<file path="config.mk">
export PLATFORM = sky130hd
export DESIGN_NAME = coreahblite_slavearb
export DESIGN_NICKNAME = d
export VERILOG_FILES = /design/src/rtl/coreahblite_slavearb.sv
export SDC_FILE = /design/constraint.sdc
export NUM_CORES = 1
export LEC_CHECK = 0
export ABC_AREA = 1
export BUFFER_PORTS_ARGS = -buffer_cell sky130_fd_sc_hd__clkbuf_2
export CORE_ASPECT_RATIO = 0.5
export CORE_MARGIN = 5
export CORE_UTILIZATION = 41
export CTS_CLUSTER_DIAMETER = 80
export DETAILED_ROUTE_END_ITERATION = 8
export GPL_TIMING_DRIVEN = 1
export PLACE_DENSITY = 0.6
export SYNTH_ARGS = -nofsm -noshare
export SYNTH_HDL_FRONTEND = slang
export SYNTH_SLANG_ARGS = --single-unit
</file>
<file path="constraint.sdc">
create_clock -name HCLK -period 2.75 [get_ports HCLK]
set_input_delay 0 -clock HCLK [delete_from_list [all_inputs] [get_ports HCLK]]
set_output_delay 0 -clock HCLK [all_outputs]
set_load 0.005 [all_outputs]
</file>
<file path="src/rtl/coreahblite_slavearb.sv">
// Per-slave-slot arbiter sharing one AHB-Lite slave between master 0 and master 1.
// Latency: grant registered one decision edge after a request; DATASEL lags ADDRSEL by one decision edge.
// Backpressure: HREADY_S=0 freezes all state; a losing master is stalled through Mx_WAIT.
//
// Ports:
//   HCLK, HRESET          clock, synchronous active-high reset
//   Mx_REQ/Mx_SEQ/Mx_LOCK per-master slot hit, HTRANS==SEQ, HMASTLOCK (x = 0, 1)
//   HREADY_S              slave HREADYOUT; a high level at a rising edge marks a decision point
//   ADDRSEL[1:0]          one-hot address-phase owner (bit0 = M0, bit1 = M1), 00 = no owner
//   DATASEL[1:0]          one-hot data-phase owner, routes HRDATA/HRESP/HREADY back
//   FORCE_NONSEQ          present the current slave-side address phase as NONSEQ
//   M0_WAIT, M1_WAIT      stall the requesting master while it does not own the slot
module coreahblite_slavearb #(
   parameter int PRIORITY_M0 = 0,
   parameter int MAX_HOLD    = 16
) (
   input  logic       HCLK,
   input  logic       HRESET,
   input  logic       M0_REQ,
   input  logic       M0_SEQ,
   input  logic       M0_LOCK,
   input  logic       M1_REQ,
   input  logic       M1_SEQ,
   input  logic       M1_LOCK,
   input  logic       HREADY_S,
   output logic [1:0] ADDRSEL,
   output logic [1:0] DATASEL,
   output logic       FORCE_NONSEQ,
   output logic       M0_WAIT,
   output logic       M1_WAIT
);

   // The state encoding is the one-hot ADDRSEL value itself, so the owner
   // select comes straight off the state flops with no decode.
   typedef enum logic [1:0] {
      ST_IDLE = 2'b00,
      ST_OWN0 = 2'b01,
      ST_OWN1 = 2'b10
   } state_t;

   localparam bit       FIXED_PRI = (PRIORITY_M0 != 0);
   localparam logic [7:0] HOLD_MAX = 8'(MAX_HOLD);
   localparam logic [7:0] HOLD_LIM = 8'(MAX_HOLD - 1);

   state_t     state_q, state_d;
   logic [1:0] datasel_q, datasel_d;
   logic       force_nonseq_q, force_nonseq_d;
   logic [7:0] hold_q, hold_d;
   logic       last_q, last_d;          // 0 = M0 granted last, 1 = M1

   // Current owner (x) and the other master (y), viewed from the owner.
   logic x_is_m1;
   logic x_req, x_seq, x_lock;
   logic y_req, y_seq;
   logic keep_x;
   logic y_may_win;

   always_comb begin
      x_is_m1 = (state_q == ST_OWN1);
      x_req   = x_is_m1 ? M1_REQ  : M0_REQ;
      x_seq   = x_is_m1 ? M1_SEQ  : M0_SEQ;
      x_lock  = x_is_m1 ? M1_LOCK : M0_LOCK;
      y_req   = x_is_m1 ? M0_REQ  : M1_REQ;
      y_seq   = x_is_m1 ? M0_SEQ  : M1_SEQ;

      // Lock holds the slot even across IDLE beats (x_req low); an
      // uncontested owner keeps it; a SEQ burst keeps it until the cap.
      keep_x = x_lock
             | (x_req & ~y_req)
             | (x_req & x_seq & (hold_q < HOLD_LIM));

      // Under fixed priority only M0 may take the slot from a busy owner,
      // which is the case exactly when the owner is M1.
      y_may_win = ~FIXED_PRI | x_is_m1;
   end

   always_comb begin
      state_d        = state_q;
      datasel_d      = datasel_q;
      force_nonseq_d = force_nonseq_q;
      hold_d         = hold_q;
      last_d         = last_q;

      if (HREADY_S) begin
         // The address phase accepted at this edge becomes the data phase.
         datasel_d      = state_q & {M1_REQ, M0_REQ};
         force_nonseq_d = 1'b0;

         case (state_q)
            ST_IDLE: begin
               if (M0_REQ && M1_REQ) begin
                  state_d = (FIXED_PRI || last_q) ? ST_OWN0 : ST_OWN1;
               end else if (M0_REQ) begin
                  state_d = ST_OWN0;
               end else if (M1_REQ) begin
                  state_d = ST_OWN1;
               end
            end
            ST_OWN0, ST_OWN1: begin
               if (keep_x) begin
                  state_d = state_q;
               end else if (y_req && y_may_win) begin
                  state_d = x_is_m1 ? ST_OWN0 : ST_OWN1;
                  // The incoming master may be resuming a burst that was cut
                  // off; its first beat on this slave must look like a start.
                  force_nonseq_d = y_seq;
               end else if (x_req) begin
                  state_d = state_q;
               end else begin
                  state_d = ST_IDLE;
               end
            end
            default: begin
               state_d = ST_IDLE;
            end
         endcase

         if (state_d != state_q) begin
            hold_d = 8'd0;
            if (state_d != ST_IDLE) begin
               last_d = (state_d == ST_OWN1);
            end
         end else if ((state_q != ST_IDLE) && x_req && (hold_q != HOLD_MAX)) begin
            hold_d = hold_q + 8'd1;
         end
      end
   end

   always_ff @(posedge HCLK) begin
      if (HRESET) begin
         state_q        <= ST_IDLE;
         datasel_q      <= 2'b00;
         force_nonseq_q <= 1'b0;
         hold_q         <= 8'd0;
         last_q         <= 1'b0;
      end else begin
         state_q        <= state_d;
         datasel_q      <= datasel_d;
         force_nonseq_q <= force_nonseq_d;
         hold_q         <= hold_d;
         last_q         <= last_d;
      end
   end

   assign ADDRSEL      = state_q;
   assign DATASEL      = datasel_q;
   assign FORCE_NONSEQ = force_nonseq_q;
   assign M0_WAIT      = M0_REQ & ~state_q[0];
   assign M1_WAIT      = M1_REQ & ~state_q[1];

endmodule

</file>
==> impl_metrics.json, run 1 <==
{
  "drtAntennaViolNets": 0,
  "place_hpwl_mm": 1.97,
  "comb_power_share_pct": 43.4,
  "skew_ns": 0.00481,
  "crit_fanout": 15,
  "layout_setup_ws_ns": 0.288,
  "finalNetCount": 210,
  "grt_pass1_vias": 1015,
  "drv_slew": 0,
  "vias": 1113,
  "finalWirelength_mm": 2.65,
  "core_um2": 2680,
  "p_int_w": 0.000446,
  "die_h_um": 48.1,
  "syn-cell-area_um2": 1190,
  "core.rowCount": 13,
  "io_pins": 16,
  "cts-root-buf": "clkbuf_8",
  "crit_path_start_kind": "flop",
  "cpMaxStageDelayCell": "dfxtp_2",
  "status": "finished, final reports clean",
  "die_w_um": 86.3,
  "io_buffers": 15,
  "maxCapViolations": 0,
  "max_freq_ghz": 0.406,
  "drtIter0Drc": 53,
  "cp_common_cell": "nand2_1",
  "setup_viol": 0,
  "avgSynthCellArea_um2": 6.74,
  "end_kind": "flop",
  "firstDrtPassIters": 4,
  "yosys_warnings": 0,
  "syn-instance-count": 177,
  "arrival_ns": 2.61,
  "tightestPinTransition_ns": 0.503,
  "overflow": 0,
  "via_per_inst": 4.84,
  "cts_buffer_depth": 2,
  "rsz0062_at_grt": "no",
  "p_seq_share_pct": 33.7,
  "grt_pass1_wl_mm": 4.47,
  "period_minus_slack_ns": 2.46,
  "yosysSeqAreaShare_pct": 23.5,
  "crit_path_cell_trace": "inv_1 > ha_1 > inv_1 > nand2_1 > nand2_1 > nand2_1 > clkinv_1 > nand2_2 > nand2_2 > nand2_1 > nand3_1 > nand2_2 > nand2_1 > nand2_1 > nand2_4 > nand3_4 > nand2_1 > nand2_1 > nand2_1 > nor2_1",
  "switching_share_pct": 41.7,
  "ctsHtreeMaxLevel": 1,
  "period_share_pct": 89.5,
  "place_ws_ns": 0.203,
  "timing.slew.headroom_pct": 66.4,
  "crit_type": "reg -> reg",
  "hp-class": "in -> reg",
  "path_buf_inv": 3,
  "p_leak_nw": 0.647,
  "syn_nets": 192,
  "dieArea_um2": 4150,
  "routedWlPerCell_um": 11.5,
  "fin_setup_tns_ns": 0,
  "cts_buffers": 3,
  "switchingPower_w": 0.000319,
  "hold_violations": 0,
  "gp_congestion": 0.795,
  "cts_setup_buffers": 0,
  "cts_sinks": 14,
  "clockPowerShare_pct": 22.9,
  "max_stage_delay_ns": 0.40,
  "areaGrowthSynthToFinish_pct": 11.6,
  "drc": 0,
  "required_ns": 2.90,
  "path_delay_family": "simple AND/OR/NAND/NOR gates",
  "grt_max_degree": 23,
  "vdd_drop_max_v": 0.000229,
  "antenna_found_initial": 0,
  "cts_tree": "done",
  "power.density_nw_per_um2": 574,
  "grt.total_usage_pct": 13.8,
  "synthDistinctLibCells": 26,
  "ys_ff_latch": 14,
  "clkLatencyLatePin_ns": 0.25,
  "diodes": 0,
  "initial_core_util_pct": 44.4,
  "drive_gt1_share_pct": 22.8,
  "clk_pin_slew_ns": 0.06
}
[worst reg2reg max path, cell delays in order, from the launching register on]
cell	delay [ns]
dfxtp_2	0.40
inv_1	0.14
ha_1	0.27
inv_1	0.14
nand2_1	0.06
nand2_1	0.07
nand2_1	0.06
clkinv_1	0.06
nand2_2	0.07
nand2_2	0.08
nand2_1	0.05
nand3_1	0.08
nand2_2	0.06
nand2_1	0.08
nand2_1	0.09
nand2_4	0.13
nand3_4	0.22
nand2_1	0.15
nand2_1	0.06
nand2_1	0.06
nor2_1	0.04
[routing by layer]
layer / wire length [um] / global-route usage [%] / vias up
li1: - / - / 599
met1: 1440 / 17.6 / 486
met2: 1100 / 23.7 / 26
met3: 101 / 3.37 / 2
met4: 8 / 4.66 / 0
met5: 0 / 0 / -
[power by group through the flow]
stage                     sequential [W]  combinational (W)  clock (W)
after floorplan                 0.000257           0.000272          0
after global placement          0.000261           0.000325          0
after detailed placement        0.000261           0.000328          0
after CTS                       0.000257           0.000331   0.000181
after global routing            0.000262           0.000372   0.000187
final                           0.000258           0.000332   0.000175
[synthesized netlist by cell type (all sizes together)]
library cell | count | share of area (%)
xnor2 | 2 | 1.5
nor3 | 2 | 0.84
nand3b | 1 | 0.63
nand2 | 49 | 20
nor2 | 21 | 6.8
clkinv | 1 | 0.31
o21ai | 5 | 2.1
ha | 6 | 6.3
nand4 | 1 | 0.52
inv | 22 | 6.9
clkbuf | 2 | 2.3
xor2 | 4 | 2.9
a21oi | 16 | 8.9
dfxtp | 14 | 24
nand3 | 28 | 14
o211ai | 1 | 0.63
buf | 2 | 1.3
[sequential cells by signal, summed over array words and instances (netlist names)]
name / flops
DATASEL: 2
hold_q: 8
ADDRSEL: 2
FORCE_NONSEQ: 1
last_q: 1
[cells by family (layout without fill, tap and decap cells)]
logic type / after synthesis / count (layout) / share of synthesized area (%)
flip-flops: 14 / 14 / 23.5
buffers and inverters: 27 / 43 / 10.8
XOR/XNOR: 6 / 6 / 4.41
AND/OR/NAND/NOR: 102 / 102 / 43.3
AO/OA/AOI/OAI: 22 / 22 / 11.6
adder cells (fa/ha/maj): 6 / 6 / 6.30
[final cells by class]
cell class                      instances  area, um2
Fill cell                             279       1350
Multi-Input combinational cell        136        783
Sequential cell                        14        282
Timing Repair Buffer                   17       92.6
Inverter                               23       86.3
Tap cell                               37       46.3
Clock buffer                            3       41.3
[through the flow]
step | area (um2) | hold slack (ns) | instances | util (%) | power (W)
after floorplan | 1190 | 0.0691 | 177 | - | 0.000529
after global placement | 1280 | 0.241 | 226 | 47.6 | 0.000586
after detailed placement | 1280 | 0.245 | 226 | 47.6 | 0.000589
after CTS | 1330 | 0.0575 | 230 | 49.6 | 0.000770
after global routing | 1330 | 0.0914 | 230 | 49.6 | 0.000822
final | 1330 | 0.0639 | 230 | 49.6 | 0.000765
[final timing paths]
check / slack [ns] / to / start / cells past startpoint
setup / recovery: 0.29 / hold_q[1] / ADDRSEL[0] / 20
hold / removal: 0.06 / DATASEL[1] / M1_REQ / 3
setup reg to reg: 0.29 / hold_q[1] / ADDRSEL[0] / 20
hold reg to reg: 0.49 / last_q / last_q / 2
[layout by cell type, fill, tap and decap left out, types with 2 or more instances in the layout]
cell type | synthesis | routed
nand3_1 | 23 | 23
clkbuf_8 | 2 | 3
nand2_2 | 7 | 7
dfxtp_1 | 14 | 13
o21ai_0 | 5 | 5
a21oi_1 | 11 | 11
nor3_1 | 2 | 2
nand2_4 | 5 | 5
xnor2_1 | 2 | 2
ha_1 | 6 | 6
inv_1 | 21 | 21
nand3_2 | 4 | 4
nand2_1 | 37 | 37
nor2_1 | 20 | 20
xor2_1 | 4 | 4
a21oi_2 | 4 | 4
clkbuf_2 | 0 | 15
[what timing repair did]
action	in CTS	in global routing
gates resized for setup	0	1
hold endpoints to repair	3	0
setup endpoints to repair	0	7
hold buffers	1	0
Power figures use the tool's default switching activity.
==> inputs of run 2 (changes only) <==
--- a/config.mk
+++ b/config.mk
@@ -7,13 +7,15 @@
 export LEC_CHECK = 0
 export ABC_AREA = 1
 export BUFFER_PORTS_ARGS = -buffer_cell sky130_fd_sc_hd__clkbuf_2
+export CELL_PAD_IN_SITES_DETAIL_PLACEMENT = 1
+export CELL_PAD_IN_SITES_GLOBAL_PLACEMENT = 2
 export CORE_ASPECT_RATIO = 0.5
 export CORE_MARGIN = 5
-export CORE_UTILIZATION = 41
+export CORE_UTILIZATION = 31
 export CTS_CLUSTER_DIAMETER = 80
 export DETAILED_ROUTE_END_ITERATION = 8
 export GPL_TIMING_DRIVEN = 1
-export PLACE_DENSITY = 0.6
+export PLACE_DENSITY = 0.78
 export SYNTH_ARGS = -nofsm -noshare
 export SYNTH_HDL_FRONTEND = slang
 export SYNTH_SLANG_ARGS = --single-unit
==> impl_metrics.json, run 2 (same netlist as run 1, synthesis figures left out) <==
{
  "crit_fanout": 15,
  "max_freq_ghz": 0.419,
  "fin_setup_tns_ns": 0,
  "status": "finished, final reports clean",
  "cts_buffers": 3,
  "cts_buffer_depth": 2,
  "ctsHtreeMaxLevel": 1,
  "period_share_pct": 86.9,
  "end_kind": "flop",
  "clk_pin_slew_ns": 0.06,
  "p_int_w": 0.000475,
  "io_pins": 16,
  "switching_share_pct": 41.0,
  "r2r_slack_ns": 0.36,
  "firstDrtPassIters": 4,
  "setup_viol": 0,
  "period_minus_slack_ns": 2.39,
  "tightestPinTransition_ns": 0.530,
  "met3_length_um": 91,
  "antenna_found_initial": 0,
  "core_um2": 3570,
  "maxCapViolations": 0,
  "diodes": 0,
  "holdPathStages": 3,
  "m1WireLength_mm": 1.66,
  "vias": 1168,
  "hold_violations": 0,
  "cts_tree": "done",
  "crit_path_start_kind": "flop",
  "grt_max_degree": 23,
  "clockPowerShare_pct": 25.8,
  "comb_power_share_pct": 42.0,
  "cts_setup_buffers": 0,
  "r2r-end": "hold_q[1]",
  "io_buffers": 15,
  "core.rowCount": 15,
  "skew_ns": 0.00470,
  "layout_commonest_cell": "nand2_1",
  "dieArea_um2": 5260,
  "finalWirelength_mm": 3.14,
  "initial_core_util_pct": 33.4,
  "cts_sinks": 14,
  "vdd_drop_max_v": 0.000216,
  "grt.total_usage_pct": 13.2,
  "die_h_um": 53.9,
  "hold_ws_ns": 0.0701,
  "rsz0062_at_grt": "no",
  "overflow": 0,
  "arrival_ns": 2.54,
  "drive_gt1_share_pct": 23.2,
  "routed.top_layer": "met4",
  "drc": 0,
  "power.density_nw_per_um2": 590,
  "die_w_um": 97.7,
  "finalNetCount": 210,
  "p_leak_nw": 0.655,
  "wl_met2_mm": 1.36,
  "timing.slew.headroom_pct": 64.7,
  "min_from": "M1_REQ",
  "regMostFlops": "hold_q",
  "holdPathEnd": "DATASEL[1]",
  "required_ns": 2.90,
  "place_hpwl_mm": 2.49,
  "cts-root-buf": "clkbuf_8",
  "ff2ff_path_depth": 17,
  "r2r-start": "ADDRSEL[0]",
  "gp_congestion": 0.783,
  "routedWlPerCell_um": 12.8,
  "grt_pass1_vias": 1215,
  "drv_slew": 0,
  "areaGrowthSynthToFinish_pct": 14.3,
  "hp-class": "in -> reg",
  "largest_reg_flops": 8,
  "final_cell_mix": "nand2_1, nand3_1, inv_1",
  "drtIter0Drc": 22,
  "p_seq_share_pct": 32.2,
  "clkLatencyLatePin_ns": 0.25,
  "crit_type": "reg -> reg",
  "switchingPower_w": 0.000329,
  "grt_pass1_wl_mm": 5.56,
  "via_per_inst": 4.77,
  "drtAntennaViolNets": 0
}
## run 2: cell types whose count changed in the layout (fill, tap and decap cells not counted), sizes merged
cell / delta
clkbuf: +1
## run 2: worst max-delay path by stage
stage / from / end / slack (ns) / cells after the start
4_1_cts: ADDRSEL[1] / hold_q[1] / 0.21 / 16
6_report: ADDRSEL[0] / hold_q[1] / 0.36 / 17
3_5_place_dp: ADDRSEL[1] / hold_q[1] / 0.21 / 16
5_1_grt: ADDRSEL[0] / hold_q[1] / 0.04 / 19
3_3_place_gp: ADDRSEL[1] / hold_q[1] / 0.27 / 16
2_1_floorplan: ADDRSEL[0] / hold_q[5] / 0.54 / 19
## run 2: worst max-delay path, cell delays in order (launching register included)
cell     delay (ns)
dfxtp_1        0.31
inv_1          0.16
ha_1           0.26
inv_1          0.11
nand2_4        0.09
nand2_4        0.06
a21oi_4        0.17
nand2_2        0.09
nand2_2        0.06
nand3_2        0.06
nand2_2        0.09
nand3_1        0.11
nand2_4        0.16
nand3_4        0.22
nand2_1        0.15
nand2_1        0.06
nand2_1        0.06
nor2_1         0.05
## run 2: power groups by stage
stage          sequential, W  clock [W]  combinational [W]
2_1_floorplan       0.000257          0           0.000272
5_1_grt             0.000264   0.000227           0.000383
4_1_cts             0.000259   0.000217           0.000343
3_3_place_gp        0.000263          0           0.000336
6_report            0.000259   0.000207           0.000338
3_5_place_dp        0.000264          0           0.000341
## run 2: routing by layer
metal,vias to the layer above,global-route usage [%]
met3,2,2.20
met2,20,23.0
met1,544,17.1
met4,0,4.14
li1,602,-
met5,-,0
## run 2: area by class of cell
cell class | count | area (um2)
Clock buffer | 4 | 55.1
Multi-Input combinational cell | 136 | 783
Timing Repair Buffer | 17 | 92.6
Sequential cell | 14 | 282
Fill cell | 499 | 2200
Tap cell | 51 | 63.8
Inverter | 23 | 86.3
## run 2: what timing repair did
item                                    4_1_cts  5_1_grt
endpoints found under the hold margin         3        0
endpoints found under the setup margin        0        1
resized for setup                             0        1
hold buffers                                  1        0
## run 2: through the flow
step | cells | power, W | cell area [um2] | worst slack [ns] | utilization (%)
floorplan | 177 | 0.000529 | 1190 | 0.541 | -
detailed placement | 240 | 0.000605 | 1300 | 0.210 | 36.4
finish | 245 | 0.000804 | 1360 | 0.361 | 38.2
global placement | 240 | 0.000598 | 1300 | 0.266 | 36.4
global route | 245 | 0.000874 | 1360 | 0.0404 | 38.2
CTS | 245 | 0.000819 | 1360 | 0.213 | 38.2
